## src/rtl/fetch_unit_pkg.sv

```systemverilog
// Shared definitions for the instruction-fetch front end: word width, boot
// address default and the fetch FSM state encoding.
package fetch_unit_pkg;

    localparam int unsigned WORD_WIDTH = 32;
    localparam logic [WORD_WIDTH-1:0] BOOT_ADDR_DEFAULT = 32'h0000_0000;

    typedef enum logic [1:0] {
        IDLE = 2'd0,
        REQ  = 2'd1,
        WAIT = 2'd2
    } fetch_state_e;

endpackage

```

## src/rtl/fetch_unit_if.sv

```systemverilog
// Fetch unit bus bundle: instruction-memory req/gnt/rvalid port, decode
// valid/ready port and the execute redirect. FETCH_MISALIGN_CHECK_EN adds the misalign flag.
interface fetch_unit_if;
    import fetch_unit_pkg::*;

    logic                  instr_req_o;
    logic [WORD_WIDTH-1:0] instr_addr_o;
    logic                  instr_gnt_i;
    logic                  instr_rvalid_i;
    logic [WORD_WIDTH-1:0] instr_rdata_i;
    logic                  instr_valid_o;
    logic [WORD_WIDTH-1:0] instr_o;
    logic [WORD_WIDTH-1:0] pc_o;
    logic                  instr_ready_i;
    logic                  branch_i;
    logic [WORD_WIDTH-1:0] branch_target_i;
`ifdef FETCH_MISALIGN_CHECK_EN
    logic                  fetch_misaligned_o;
`endif

    modport master (
`ifdef FETCH_MISALIGN_CHECK_EN
        output fetch_misaligned_o,
`endif
        output instr_req_o, instr_addr_o, instr_valid_o, instr_o, pc_o,
        input  instr_gnt_i, instr_rvalid_i, instr_rdata_i, instr_ready_i,
               branch_i, branch_target_i
    );

    modport slave (
`ifdef FETCH_MISALIGN_CHECK_EN
        input  fetch_misaligned_o,
`endif
        input  instr_req_o, instr_addr_o, instr_valid_o, instr_o, pc_o,
        output instr_gnt_i, instr_rvalid_i, instr_rdata_i, instr_ready_i,
               branch_i, branch_target_i
    );

endinterface

```

## src/rtl/fetch_unit_fetch_fifo.sv

```systemverilog
// Synchronous FIFO of {instr, pc} entries with flush; DEPTH must be a power of two.
module fetch_fifo #(
    parameter int unsigned DEPTH = 2,
    parameter int unsigned WIDTH = 64,
    localparam int unsigned PTR_W = $clog2(DEPTH),
    localparam int unsigned CNT_W = PTR_W + 1
) (
    input  logic             clk_i,
    input  logic             rst_i,
    input  logic             flush_i,
    input  logic             push_i,
    input  logic             pop_i,
    input  logic [WIDTH-1:0] data_i,
    output logic [WIDTH-1:0] data_o,
    output logic [CNT_W-1:0] count_o,
    output logic             empty_o
);

    logic [WIDTH-1:0] mem_q [DEPTH];
    logic [PTR_W-1:0] wr_ptr_q, wr_ptr_d;
    logic [PTR_W-1:0] rd_ptr_q, rd_ptr_d;
    logic [CNT_W-1:0] count_q, count_d;

    always_comb begin
        wr_ptr_d = wr_ptr_q;
        rd_ptr_d = rd_ptr_q;
        count_d  = count_q;
        if (flush_i) begin
            wr_ptr_d = '0;
            rd_ptr_d = '0;
            count_d  = '0;
        end else begin
            if (push_i) wr_ptr_d = wr_ptr_q + PTR_W'(1);
            if (pop_i)  rd_ptr_d = rd_ptr_q + PTR_W'(1);
            count_d = count_q + CNT_W'(push_i) - CNT_W'(pop_i);
        end
    end

    always_ff @(posedge clk_i) begin
        if (rst_i) begin
            wr_ptr_q <= '0;
            rd_ptr_q <= '0;
            count_q  <= '0;
        end else begin
            wr_ptr_q <= wr_ptr_d;
            rd_ptr_q <= rd_ptr_d;
            count_q  <= count_d;
        end
    end

    // Storage carries no reset; the top masks the head while the FIFO is empty.
    always_ff @(posedge clk_i) begin
        if (push_i && !flush_i) mem_q[wr_ptr_q] <= data_i;
    end

    assign data_o  = mem_q[rd_ptr_q];
    assign count_o = count_q;
    assign empty_o = (count_q == '0);

endmodule

```

## src/rtl/fetch_unit.sv

```systemverilog
// Instruction-fetch front end: one outstanding memory fetch, buffered {instr, pc}
// FIFO toward decode, branch redirect with flush. Optional: FETCH_MISALIGN_CHECK_EN.
module fetch_unit
    import fetch_unit_pkg::*;
#(
    parameter int unsigned           FIFO_DEPTH = 2,
    parameter logic [WORD_WIDTH-1:0] BOOT_ADDR  = BOOT_ADDR_DEFAULT
) (
    input  logic         clk_i,
    input  logic         rst_i,
    fetch_unit_if.master bus
);

    localparam int unsigned CNT_W = $clog2(FIFO_DEPTH) + 1;

    fetch_state_e            state_q, state_d;
    logic [WORD_WIDTH-1:0]   pc_q, pc_d;
    logic [WORD_WIDTH-1:0]   addr_q, addr_d;
    logic                    discard_q, discard_d;
    logic [WORD_WIDTH-1:0]   target, pc_eff;
    logic                    push, pop, empty, halt, space;
    logic [CNT_W-1:0]        count, count_nxt;
    logic [2*WORD_WIDTH-1:0] head;

`ifdef FETCH_MISALIGN_CHECK_EN
    logic misaligned_q, misaligned_d;

    assign target = bus.branch_target_i;

    always_comb begin
        misaligned_d = misaligned_q;
        if (bus.branch_i) misaligned_d = |bus.branch_target_i[1:0];
    end

    always_ff @(posedge clk_i) begin
        if (rst_i) misaligned_q <= 1'b0;
        else       misaligned_q <= misaligned_d;
    end

    assign halt                   = misaligned_d;
    assign bus.fetch_misaligned_o = misaligned_q;
`else
    assign target = bus.branch_target_i & ~WORD_WIDTH'(3);
    assign halt   = 1'b0;
`endif

    // pc_q is the address of the next fresh request; addr_q is the one on the bus
    // (and the PC recorded for the outstanding response).
    assign pc_eff    = bus.branch_i ? target : pc_q;
    assign push      = (state_q == WAIT) && bus.instr_rvalid_i && !discard_q && !bus.branch_i;
    assign pop       = !empty && bus.instr_ready_i && !bus.branch_i;
    assign count_nxt = bus.branch_i ? '0 : count + CNT_W'(push) - CNT_W'(pop);
    assign space     = (count_nxt < CNT_W'(FIFO_DEPTH)) && !halt;

    always_comb begin
        state_d   = state_q;
        pc_d      = pc_q;
        addr_d    = addr_q;
        discard_d = discard_q;
        if (bus.branch_i) pc_d = target;
        case (state_q)
            IDLE: begin
                if (space) begin
                    state_d = REQ;
                    addr_d  = pc_eff;
                    pc_d    = pc_eff + WORD_WIDTH'(4);
                end
            end
            REQ: begin
                // A redirect cannot retract a request: it stays up until granted,
                // and its response is marked for dropping.
                if (bus.branch_i)    discard_d = 1'b1;
                if (bus.instr_gnt_i) state_d   = WAIT;
            end
            WAIT: begin
                if (bus.branch_i) discard_d = 1'b1;
                if (bus.instr_rvalid_i) begin
                    discard_d = 1'b0;
                    state_d   = space ? REQ : IDLE;
                    if (space) begin
                        addr_d = pc_eff;
                        pc_d   = pc_eff + WORD_WIDTH'(4);
                    end
                end
            end
            default: state_d = IDLE;
        endcase
    end

    always_ff @(posedge clk_i) begin
        if (rst_i) begin
            state_q   <= IDLE;
            pc_q      <= BOOT_ADDR;
            addr_q    <= BOOT_ADDR;
            discard_q <= 1'b0;
        end else begin
            state_q   <= state_d;
            pc_q      <= pc_d;
            addr_q    <= addr_d;
            discard_q <= discard_d;
        end
    end

    fetch_fifo #(
        .DEPTH (FIFO_DEPTH),
        .WIDTH (2 * WORD_WIDTH)
    ) u_fifo (
        .clk_i   (clk_i),
        .rst_i   (rst_i),
        .flush_i (bus.branch_i),
        .push_i  (push),
        .pop_i   (pop),
        .data_i  ({bus.instr_rdata_i, addr_q}),
        .data_o  (head),
        .count_o (count),
        .empty_o (empty)
    );

    assign bus.instr_req_o   = (state_q == REQ);
    assign bus.instr_addr_o  = addr_q;
    assign bus.instr_valid_o = !empty;
    assign bus.instr_o       = empty ? '0 : head[2*WORD_WIDTH-1:WORD_WIDTH];
    assign bus.pc_o          = empty ? '0 : head[WORD_WIDTH-1:0];

endmodule

```

## src/flat_wrapper.sv

```systemverilog
// flat-port wrapper written by rule: the top's interface ports become plain ports
module fetch_unit_flat import fetch_unit_pkg::*;
#(
    parameter int unsigned           FIFO_DEPTH = 2,
    parameter logic [WORD_WIDTH-1:0] BOOT_ADDR  = BOOT_ADDR_DEFAULT
)
  (clk_i, rst_i, bus_instr_req_o, bus_instr_addr_o, bus_instr_valid_o, bus_instr_o, bus_pc_o, bus_instr_gnt_i, bus_instr_rvalid_i, bus_instr_rdata_i, bus_instr_ready_i, bus_branch_i, bus_branch_target_i);
  fetch_unit_if bus_i ();
  input  logic clk_i;
  input  logic rst_i;
  output wire logic [$bits(bus_i.instr_req_o)-1:0] bus_instr_req_o;
  output wire logic [$bits(bus_i.instr_addr_o)-1:0] bus_instr_addr_o;
  output wire logic [$bits(bus_i.instr_valid_o)-1:0] bus_instr_valid_o;
  output wire logic [$bits(bus_i.instr_o)-1:0] bus_instr_o;
  output wire logic [$bits(bus_i.pc_o)-1:0] bus_pc_o;
  input wire logic [$bits(bus_i.instr_gnt_i)-1:0] bus_instr_gnt_i;
  input wire logic [$bits(bus_i.instr_rvalid_i)-1:0] bus_instr_rvalid_i;
  input wire logic [$bits(bus_i.instr_rdata_i)-1:0] bus_instr_rdata_i;
  input wire logic [$bits(bus_i.instr_ready_i)-1:0] bus_instr_ready_i;
  input wire logic [$bits(bus_i.branch_i)-1:0] bus_branch_i;
  input wire logic [$bits(bus_i.branch_target_i)-1:0] bus_branch_target_i;
  assign bus_instr_req_o = bus_i.instr_req_o;
  assign bus_instr_addr_o = bus_i.instr_addr_o;
  assign bus_instr_valid_o = bus_i.instr_valid_o;
  assign bus_instr_o = bus_i.instr_o;
  assign bus_pc_o = bus_i.pc_o;
  assign bus_i.instr_gnt_i = bus_instr_gnt_i;
  assign bus_i.instr_rvalid_i = bus_instr_rvalid_i;
  assign bus_i.instr_rdata_i = bus_instr_rdata_i;
  assign bus_i.instr_ready_i = bus_instr_ready_i;
  assign bus_i.branch_i = bus_branch_i;
  assign bus_i.branch_target_i = bus_branch_target_i;
  fetch_unit #(.FIFO_DEPTH(FIFO_DEPTH), .BOOT_ADDR(BOOT_ADDR)) u_core (.clk_i(clk_i), .rst_i(rst_i), .bus(bus_i));
endmodule
```

## config.mk

```make
export PLATFORM = sky130hd
export DESIGN_NAME = fetch_unit_flat
export DESIGN_NICKNAME = d
export VERILOG_FILES = /design/src/rtl/fetch_unit_pkg.sv /design/src/rtl/fetch_unit_if.sv /design/src/rtl/fetch_unit_fetch_fifo.sv /design/src/rtl/fetch_unit.sv /design/src/flat_wrapper.sv
export SDC_FILE = /design/constraint.sdc
export NUM_CORES = 1
export LEC_CHECK = 0
export BUFFER_PORTS_ARGS = -buffer_cell sky130_fd_sc_hd__buf_2
export CAP_MARGIN = 30
export CORE_ASPECT_RATIO = 1.4
export CORE_MARGIN = 1
export CORE_UTILIZATION = 59
export DETAILED_ROUTE_END_ITERATION = 12
export GPL_TIMING_DRIVEN = 0
export PLACE_DENSITY = 0.95
export SYNTH_ARGS = -nofsm -noshare
export SYNTH_HDL_FRONTEND = slang
export SYNTH_SLANG_ARGS = --single-unit
export TNS_END_PERCENT = 10
```

## constraint.sdc

```tcl
create_clock -name clk_i -period 15.4 [get_ports clk_i]
set_input_delay 1.54 -clock clk_i [delete_from_list [all_inputs] [get_ports clk_i]]
set_output_delay 1.54 -clock clk_i [all_outputs]
set_load 0.05 [all_outputs]
```

==> results.json <==
{
  "clock_path_buffers": 2,
  "fin_ws_ns": 9.56,
  "netlist.area_leader.share": 0.451,
  "route.met2.wl_mm": 11.0,
  "ios": 168,
  "hold_slack_ns": 0.475,
  "drt-initial-drc-count": 514,
  "outcome": "finished, final reports clean",
  "syn_avg_cell_area_um2": 12.6,
  "stdcell_area_um2": 10200,
  "start_util": 0.607,
  "nets": 941,
  "drc": 0,
  "critPathKind": "in2reg",
  "dpl.cell_count": 1030,
  "setup_viol": 0,
  "rsz0062_at_grt": "no",
  "crit_fanout": 10,
  "ys_ff_latch": 200,
  "hp-start": "u_core.bus.instr_addr_o[1]$_SDFFE_PP0P_",
  "ctsHoldBuffers": 0,
  "place_worst_setup_slack_ns": 9.31,
  "synth_edf_count": 128,
  "power_density_nw_per_um2": 130,
  "yosysWarnings": 0,
  "grt_usage": 0.272,
  "synthTopCellsByArea": "edfxtp_1 45%, dfxtp_1 17%, mux2i_1 11%, nor2_1 4.9%, a211oi_1 2.6%",
  "antenna_found_initial": 0,
  "synth_flop_cell": "edfxtp_1",
  "setup_tns_ns": 0,
  "cp-end-kind": "flip-flop",
  "vias": 6347,
  "firstDrtPassIters": 8,
  "synthTopCellsByCount": "128 x edfxtp_1, 112 x nor2_1, 95 x mux2i_1, 72 x dfxtp_1, 29 x a211oi_1",
  "finalClockSkew_ns": 0.0121,
  "dieArea_um2": 14900,
  "place_congestion": 0.981,
  "post-cts-setup-buffers": 0,
  "worstSkewPairLatency_ns": 0.43,
  "fillers": 946,
  "layout.cells.non_filler": 1062,
  "ys_types": 62,
  "startpoint": "bus_branch_i",
  "wl_met1_mm": 7.44,
  "synth_area_leader_cell": "edfxtp_1",
  "cts_sinks": 200,
  "clk_pin_slew_worst_paths_ns": 0.07,
  "switching_power_uw": 405,
  "wl_mm": 20.8,
  "wl_per_cell_um": 19.6,
  "core_um2": 14000,
  "grt_max_degree": 65,
  "hold_path.class": "reg2reg",
  "start_kind": "primary input",
  "hpwl_mm": 14.5,
  "cts_tree": "yes",
  "post_cts_resized": 0,
  "seq_area_um2": 5290,
  "viasPerCell": 5.98,
  "maxCapViolations": 0,
  "yosysMostFrequentCell": "edfxtp_1",
  "overflow": 0,
  "p_comb_frac": 0.177,
  "tightest_slew_ns": 0.864,
  "die_w_um": 104,
  "synth.net_count": 756,
  "root_buffer": "clkbuf_16",
  "synth_cells": 679,
  "die_y_um": 144,
  "seq_power_share": 0.479,
  "clock_power_share": 0.343,
  "ys_async_sr_fraction": 0,
  "relSlewSlack": 0.424,
  "row_count": 51,
  "rr_startpoint": "u_core.state_q[0]$_SDFFE_PP0P_",
  "power.leakage_uw": 0.00400,
  "area_growth_syn_to_layout_pct": 20.2,
  "p_int_uw": 924,
  "numCtsBuffers": 17,
  "n_antenna_cell": 0,
  "grt_pass1_wl_mm": 30.9,
  "required_ns": 15.69,
  "period_minus_slack_ns": 5.84,
  "multiInputGateArea_um2": 2980,
  "maxUsedRoutingLayer": "met4",
  "dpl_cell_area_um2": 9630,
  "portBuffers": 164,
  "grt_pass1_vias": 6089,
  "hold_violations": 0,
  "cp.arrival_ns": 6.13,
  "sw_frac_of_total": 0.305,
  "drv_slew": 0,
  "ys_seq_area_frac": 0.620,
  "fin_crit_sh": 0.379,
  "drive_gt1_frac": 0.274,
  "wl_met3_mm": 1.43,
  "ir_drop_v": 0.0000737,
  "h-tree-depth": 4,
  "netlist_area_um2": 8520,
  "final_antenna_net_count": 0,
  "clock.fmax_mhz": 171
}
## per-stage QoR
| step | total power [uW] | utilization |
|---|---|---|
| after detailed placement | 878 | 0.686 |
| after floorplan | 806 | - |
| after CTS | 1330 | 0.730 |
| after global placement | 869 | 0.682 |
| after global routing | 1370 | 0.730 |
| final | 1330 | 0.730 |
## registers in the layout, indices dropped and copies added, names as in the netlist, named ones only
| signal | flops |
|---|---|
| u_core.bus.instr_addr_o | 32 |
| u_core.discard_q | 1 |
| u_core.pc_q | 32 |
| u_core.state_q | 2 |
| u_core.u_fifo.count_o | 2 |
| u_core.u_fifo.mem_q | 128 |
| u_core.u_fifo.rd_ptr_q | 1 |
| u_core.u_fifo.wr_ptr_q | 1 |
## kinds of logic after synthesis
group                      share of synthesized area
AOI/OAI and AO/OA                             0.0966
xor gates and xnor gates                     0.00308
adders and majority gates                     0.0103
buffers and inverters                         0.0320
DFF                                            0.620
muxes                                          0.121
and+or+nand+nor                                0.117
## final cells by class
cell class	instances	area share
plain buffers	39	0.0222
clock buffers	18	0.0419
clock inverters	14	0.0178
inverters	12	0.00440
multi-input cells	428	0.290
flip-flops and latches	200	0.516
well taps	185	0.0226
repair buffers	166	0.0848
## critical path, stage by stage
cell and delay (ns):
buf_6 0.13, buf_12 0.15, clkbuf_8 0.18, clkbuf_1 0.34, clkbuf_1 0.41, nor3_1 0.60, inv_1 0.19, ha_1 0.32
inv_1 0.04, ha_1 0.19, xnor2_1 0.30, mux2_2 0.48, nor2_1 0.52, buf_2 0.40, mux2i_1 0.25, nor2_1 0.06
## placed cells by master (no fill, tap or decap), types with 8 or more instances in the layout
master and count:
a21oi_1 19, a211oi_1 29, dfxtp_1 72, nand3_1 11
clkbuf_16 17, edfxtp_1 128, clkbuf_1 24, mux2i_1 95
inv_1 12, nor3_1 10, nand4_1 11, nor2_1 111
o21ai_0 9, buf_2 169, and2_1 8, nand2_1 16
o32ai_1 10
## power groups by stage
stage                     clock [uW]  combinational (uW)  sequential [uW]
after floorplan                    0                 104              702
after CTS                        458                 233              637
after detailed placement           0                 230              648
after global routing             478                 248              640
final                            456                 235              637
after global placement             0                 224              645
## worst paths after layout
check             slack (ns)                                       end  cells after the start
hold / removal          0.48       u_core.u_fifo.mem_q[1][1]$_DFFE_PP_                      0
hold reg to reg         0.48       u_core.u_fifo.mem_q[1][1]$_DFFE_PP_                      0
setup / recovery        9.56  u_core.bus.instr_addr_o[13]$_SDFFE_PP0P_                     16
setup reg to reg       11.19  u_core.bus.instr_addr_o[13]$_SDFFE_PP0P_                     14
## per-layer routing
| metal | GRT usage | vias to the layer above |
|---|---|---|
| li1 | - | 2935 |
| met1 | 0.296 | 2990 |
| met2 | 0.505 | 345 |
| met3 | 0.0523 | 77 |
| met4 | 0.142 | 0 |
| met5 | 0 | - |
Note: power is estimated with default switching activity, not from simulation.
